==> config.mk <==
export PLATFORM = sky130hd
export DESIGN_NAME = range_gen
export DESIGN_NICKNAME = d
export VERILOG_FILES = /design/src/rtl/range_gen.sv
export SDC_FILE = /design/constraint.sdc
export NUM_CORES = 1
export LEC_CHECK = 0
export ABC_AREA = 1
export BUFFER_PORTS_ARGS = -buffer_cell sky130_fd_sc_hd__clkbuf_2
export CELL_PAD_IN_SITES_DETAIL_PLACEMENT = 1
export CELL_PAD_IN_SITES_GLOBAL_PLACEMENT = 2
export CORE_UTILIZATION = 35
export DETAILED_ROUTE_END_ITERATION = 16
export HOLD_SLACK_MARGIN = 0.08
export PLACE_DENSITY = 0.8
export REMOVE_ABC_BUFFERS = 1
export SETUP_SLACK_MARGIN = 0.5
export SLEW_MARGIN = 20
export SYNTH_ARGS = -nofsm -noshare
export SYNTH_HDL_FRONTEND = slang
export SYNTH_SLANG_ARGS = --single-unit
==> constraint.sdc <==
create_clock -name clk -period 6.3 [get_ports clk]
set_clock_uncertainty 0.05 [all_clocks]
set_input_delay 0.63 -clock clk [delete_from_list [all_inputs] [get_ports clk]]
set_output_delay 0.63 -clock clk [all_outputs]
set_load 0.03 [all_outputs]
==> src/rtl/range_gen.sv <==
// range_gen: forward model of the trilateration datapath.
// Latches a target (xT, yT) and two anchors B and C, computes the Euclidean
// distance to each anchor with one shared restoring square-root engine, and
// emits {x, y, r} anchor descriptors in the layout used by `intersections`.
module range_gen #(
  parameter int N = 8
) (
  input  logic                clk,
  input  logic                rst,
  input  logic                start,
  input  logic signed [N-1:0] xT,
  input  logic signed [N-1:0] yT,
  input  logic signed [N-1:0] xB_in,
  input  logic signed [N-1:0] yB_in,
  input  logic signed [N-1:0] xC_in,
  input  logic signed [N-1:0] yC_in,
  output logic [3*N:0]        g_init,
  output logic [3*N:0]        e_init,
  output logic                busy,
  output logic                valid,
  output logic                sat
);

  // Radicand, root and partial-remainder widths of the square-root engine.
  // The remainder never exceeds 2*root, so N+4 bits are sufficient.
  localparam int RW = 2*N + 4;
  localparam int QW = N + 2;
  localparam int MW = N + 4;
  localparam int CW = $clog2(QW);

  typedef enum logic [2:0] {
    IDLE,
    PREP,
    ROOT_B,
    ROOT_C,
    DONE
  } state_t;

  state_t               state;

  logic signed [N-1:0]  xt_q;
  logic signed [N-1:0]  yt_q;
  logic signed [N-1:0]  xb_q;
  logic signed [N-1:0]  yb_q;
  logic signed [N-1:0]  xc_q;
  logic signed [N-1:0]  yc_q;

  logic [RW-1:0]        dc2_q;
  logic [RW-1:0]        rad;
  logic [MW-1:0]        rem;
  logic [QW-1:0]        root;
  logic [CW-1:0]        cnt;
  logic [N:0]           rb_q;
  logic                 satb_q;

  logic [MW-1:0]        rem_nxt;
  logic [QW-1:0]        root_nxt;
  logic                 last_iter;

  // Squared distance between two points: differences on N+1 bits, squares on
  // 2N+2 bits, sum on 2N+3 bits, zero-extended to the radicand width.
  function automatic logic [RW-1:0] dist_sq(
    input logic signed [N-1:0] xa,
    input logic signed [N-1:0] ya,
    input logic signed [N-1:0] xb,
    input logic signed [N-1:0] yb
  );
    logic signed [N:0]     dx;
    logic signed [N:0]     dy;
    logic signed [2*N+1:0] ex;
    logic signed [2*N+1:0] ey;
    logic signed [2*N+1:0] sx;
    logic signed [2*N+1:0] sy;
    logic [2*N+2:0]        sum;
    dx  = {xa[N-1], xa} - {xb[N-1], xb};
    dy  = {ya[N-1], ya} - {yb[N-1], yb};
    ex  = {{(N+1){dx[N]}}, dx};
    ey  = {{(N+1){dy[N]}}, dy};
    sx  = ex * ex;
    sy  = ey * ey;
    sum = {1'b0, sx} + {1'b0, sy};
    return {1'b0, sum};
  endfunction

  // One restoring digit step: bring down two radicand bits, try subtracting
  // 4*root+1, keep the difference and shift in a 1 if it does not go negative.
  function automatic logic [MW+QW-1:0] sqrt_step(
    input logic [MW-1:0] r,
    input logic [QW-1:0] q,
    input logic [1:0]    d
  );
    logic [MW+1:0] acc;
    logic [MW+1:0] trial;
    logic [MW-1:0] rem_n;
    logic [QW-1:0] q_n;
    acc   = {r, d};
    trial = {{(MW-QW){1'b0}}, q, 2'b01};
    if (acc >= trial) begin
      rem_n = acc[MW-1:0] - trial[MW-1:0];
      q_n   = {q[QW-2:0], 1'b1};
    end else begin
      rem_n = acc[MW-1:0];
      q_n   = {q[QW-2:0], 1'b0};
    end
    return {rem_n, q_n};
  endfunction

  // Clamp a root to the largest value the N+1 bit range field carries.
  function automatic logic [N:0] sat_range(input logic [QW-1:0] q);
    if (|q[QW-1:N]) begin
      return {1'b0, {N{1'b1}}};
    end else begin
      return q[N:0];
    end
  endfunction

  function automatic logic is_sat(input logic [QW-1:0] q);
    return |q[QW-1:N];
  endfunction

  assign {rem_nxt, root_nxt} = sqrt_step(rem, root, rad[RW-1 -: 2]);
  assign last_iter           = (cnt == CW'(QW-1));

  // Job sequencer, shared square-root engine and registered outputs.
  always_ff @(posedge clk or posedge rst) begin
    if (rst) begin
      state  <= IDLE;
      xt_q   <= '0;
      yt_q   <= '0;
      xb_q   <= '0;
      yb_q   <= '0;
      xc_q   <= '0;
      yc_q   <= '0;
      dc2_q  <= '0;
      rad    <= '0;
      rem    <= '0;
      root   <= '0;
      cnt    <= '0;
      rb_q   <= '0;
      satb_q <= 1'b0;
      g_init <= '0;
      e_init <= '0;
      busy   <= 1'b0;
      valid  <= 1'b0;
      sat    <= 1'b0;
    end else begin
      case (state)
        IDLE: begin
          valid <= 1'b0;
          if (start) begin
            xt_q  <= xT;
            yt_q  <= yT;
            xb_q  <= xB_in;
            yb_q  <= yB_in;
            xc_q  <= xC_in;
            yc_q  <= yC_in;
            busy  <= 1'b1;
            state <= PREP;
          end
        end

        PREP: begin
          dc2_q <= dist_sq(xt_q, yt_q, xc_q, yc_q);
          rad   <= dist_sq(xt_q, yt_q, xb_q, yb_q);
          rem   <= '0;
          root  <= '0;
          cnt   <= '0;
          state <= ROOT_B;
        end

        ROOT_B: begin
          if (last_iter) begin
            rb_q   <= sat_range(root_nxt);
            satb_q <= is_sat(root_nxt);
            rad    <= dc2_q;
            rem    <= '0;
            root   <= '0;
            cnt    <= '0;
            state  <= ROOT_C;
          end else begin
            rad  <= {rad[RW-3:0], 2'b00};
            rem  <= rem_nxt;
            root <= root_nxt;
            cnt  <= cnt + CW'(1);
          end
        end

        ROOT_C: begin
          if (last_iter) begin
            g_init <= {xb_q, yb_q, rb_q};
            e_init <= {xc_q, yc_q, sat_range(root_nxt)};
            sat    <= satb_q | is_sat(root_nxt);
            valid  <= 1'b1;
            busy   <= 1'b0;
            state  <= DONE;
          end else begin
            rad  <= {rad[RW-3:0], 2'b00};
            rem  <= rem_nxt;
            root <= root_nxt;
            cnt  <= cnt + CW'(1);
          end
        end

        DONE: begin
          valid <= 1'b0;
          state <= IDLE;
        end

        default: begin
          state <= IDLE;
        end
      endcase
    end
  end

endmodule

==> out/metrics.yaml <==
yosysWarningCount: 0
clock-sinks: 179
nNetsFinal: 3991
post-route-period-util: 1.09
cts_tree: "yes"
vias: 20900
synth-edff-count: 0
globalRouteMet2Util: 0.459
worstHoldPathType: "input pin to asynchronous set/reset pin"
fin_area_sq_um: 31900
crit_slowest_cell: "fa_1"
hold_viol: 0
io_pins: 104
first_pass_iters: 5
grtUsageMet1: 0.286
core-area_sq_um: 61900
routed_wl_mm: 78.7
ant_nets: 0
drc: 0
initial_core_util: 0.356
grt-ovfl-total: 0
grt_pass1_vias: 23800
drt_iter0_drc: 816
final_common_cell: "inv_1"
ys_seq_area_frac: 0.203
critPathKind: "flop to flop"
antennaDiodeCount: 0
setup_viol_count_final: 22
dp_hpwl_mm: 58.4
cts_buffer_depth: 2
drv_slew: 0
crit_family: "adder cells"
worst_pin_slew_ns: 1.08
cts_made_buffers: 17
layout_common_cells: "572 x inv_1, 494 x buf_4, 407 x nand2_1"
grt_usage: 0.246
via_per_inst: 4.85
worstPathMaxFanout: 4
fp-row-count: 91
cts_max_level: 4
cpPeakStageDelay_ns: 0.57
period_needed_ns: 6.84
critical_path_buf_inv_count: 10
critPathLaunchType: "flop"
tns_ns: -8.73
crit_path_end_kind: "flop"
outcome: "finished with violations"
grt_util_met3: 0.0292
worstPathRequired_ns: 6.70
ys_types: 48
die_height_microns: 253
rsz0062_at_grt: "yes"
syn_inst: 2835
syn-cell-area_sq_um: 22100
crit_arrival_ns: 7.25
postPlaceCellArea_sq_um: 26900
port-buffer-count: 103
grt-busiest-layer: "met2"
clk_pin_slew_ns: 0.09
drive_above_1_share: 0.385
die_w_microns: 253
synth-seq-cells: 179
cts.hold.buffers_added: 0
max-slew-margin-rel: 0.278
grt_pass1_wl_mm: 124
cp_common_cell: "fa_1"
routabilityCongestion: 0.893
die-area_sq_um: 64000
wl_per_cell_microns: 18.3
timing.final.ws_setup_ns: -0.544
async_reset_ff_frac: 1.00
max_freq_mhz: 146
antenna_found_initial: 0
cap_violations: 0
syn_to_final_growth_pct: 44.5
cts_root_buf: "clkbuf_16"
grt_max_degree: 120
synth_area_per_cell_sq_um: 7.78
violations: "setup timing"
clock_latency_ns: 0.52
ys.flop_type: "dfrtp_1"
==> cells by family after synthesis <==
logic type / count (synthesis) / share of synthesized area
flip-flops: 179 / 0.203
XOR/XNOR: 80 / 0.0338
AO/OA/AOI/OAI: 370 / 0.0911
AND/OR/NAND/NOR: 993 / 0.186
adder cells (fa/ha/maj): 482 / 0.355
buffers and inverters: 717 / 0.124
multiplexers: 14 / 0.00715
==> registers in the layout, indices dropped and copies added, names as in the netlist, 3 cells and up <==
signal and cells:
xt_q 8, yt_q 8, root 10, g_init 25, state 3, xc_q 8, dc2_q 19, e_init 25
xb_q 8, rad 20, cnt 4, yc_q 8, rb_q 9, yb_q 8, rem 12
==> area by class of cell <==
class                           instances  area, sq um
Clock inverter                         15          198
Inverter                              674         2570
Timing Repair Buffer                  647         4820
Multi-Input combinational cell       1939        18300
Clock buffer                           17          425
Sequential cell                       179         4490
Tap cell                              837         1050
Fill cell                            7392        30100
==> through the flow <==
step	hold WS [ns]	setup slack [ns]	utilization	std cells
floorplan	0.392	-0.536	-	2792
global placement	0.406	-0.877	0.434	4190
detailed placement	0.417	-1.01	0.434	4190
CTS	0.265	-0.390	0.494	4279
global route	0.292	-0.817	0.515	4308
finish	0.214	-0.544	0.515	4308
==> cell usage after synthesis (all sizes together) (20+ instances only) <==
cell,count,share of area
a21oi,163,0.037
a31oi,20,0.0057
buf,26,0.0067
dfrtp,179,0.20
fa,240,0.22
ha,242,0.14
inv,670,0.11
nand2,512,0.088
nand3,132,0.030
nor2,289,0.051
nor3,25,0.0059
o21ai,142,0.032
xnor2,45,0.018
xor2,35,0.016
==> metal layers <==
metal	vias to the layer above	part of all wire
met4	0	0.033
li1	9978	-
met5	-	0
met2	255	0.54
met3	118	0.021
met1	10500	0.41
==> path summary, 6_finish.rpt <==
check / end / startpoint / slack (ns) / depth (start not counted)
min: e_init[14]$_DFFE_PP0P_ / rst / 0.21 / 2
max reg2reg: rad[18]$_DFFE_PP0P_ / yt_q[4]$_DFFE_PP0P_ / -0.54 / 35
min in group clk: xt_q[6]$_DFFE_PP0P_ / xT[6] / 0.30 / 2
max in group asynchronous: xt_q[2]$_DFFE_PP0P_ / rst / 4.43 / 3
min reg2reg: dc2_q[10]$_DFFE_PP0P_ / dc2_q[10]$_DFFE_PP0P_ / 0.43 / 2
max: rad[18]$_DFFE_PP0P_ / yt_q[4]$_DFFE_PP0P_ / -0.54 / 35
==> what timing repair did <==
item | CTS | global route
hold endpoints to repair | 0 | 0
setup endpoints to repair | 26 | 26
buffers inserted | 57 | 29
pin swaps | 204 | 212
gates resized for setup | 585 | 258
Power is not shown: default switching activity piles up to over one toggle a cycle in this logic, so the estimate is an artifact.
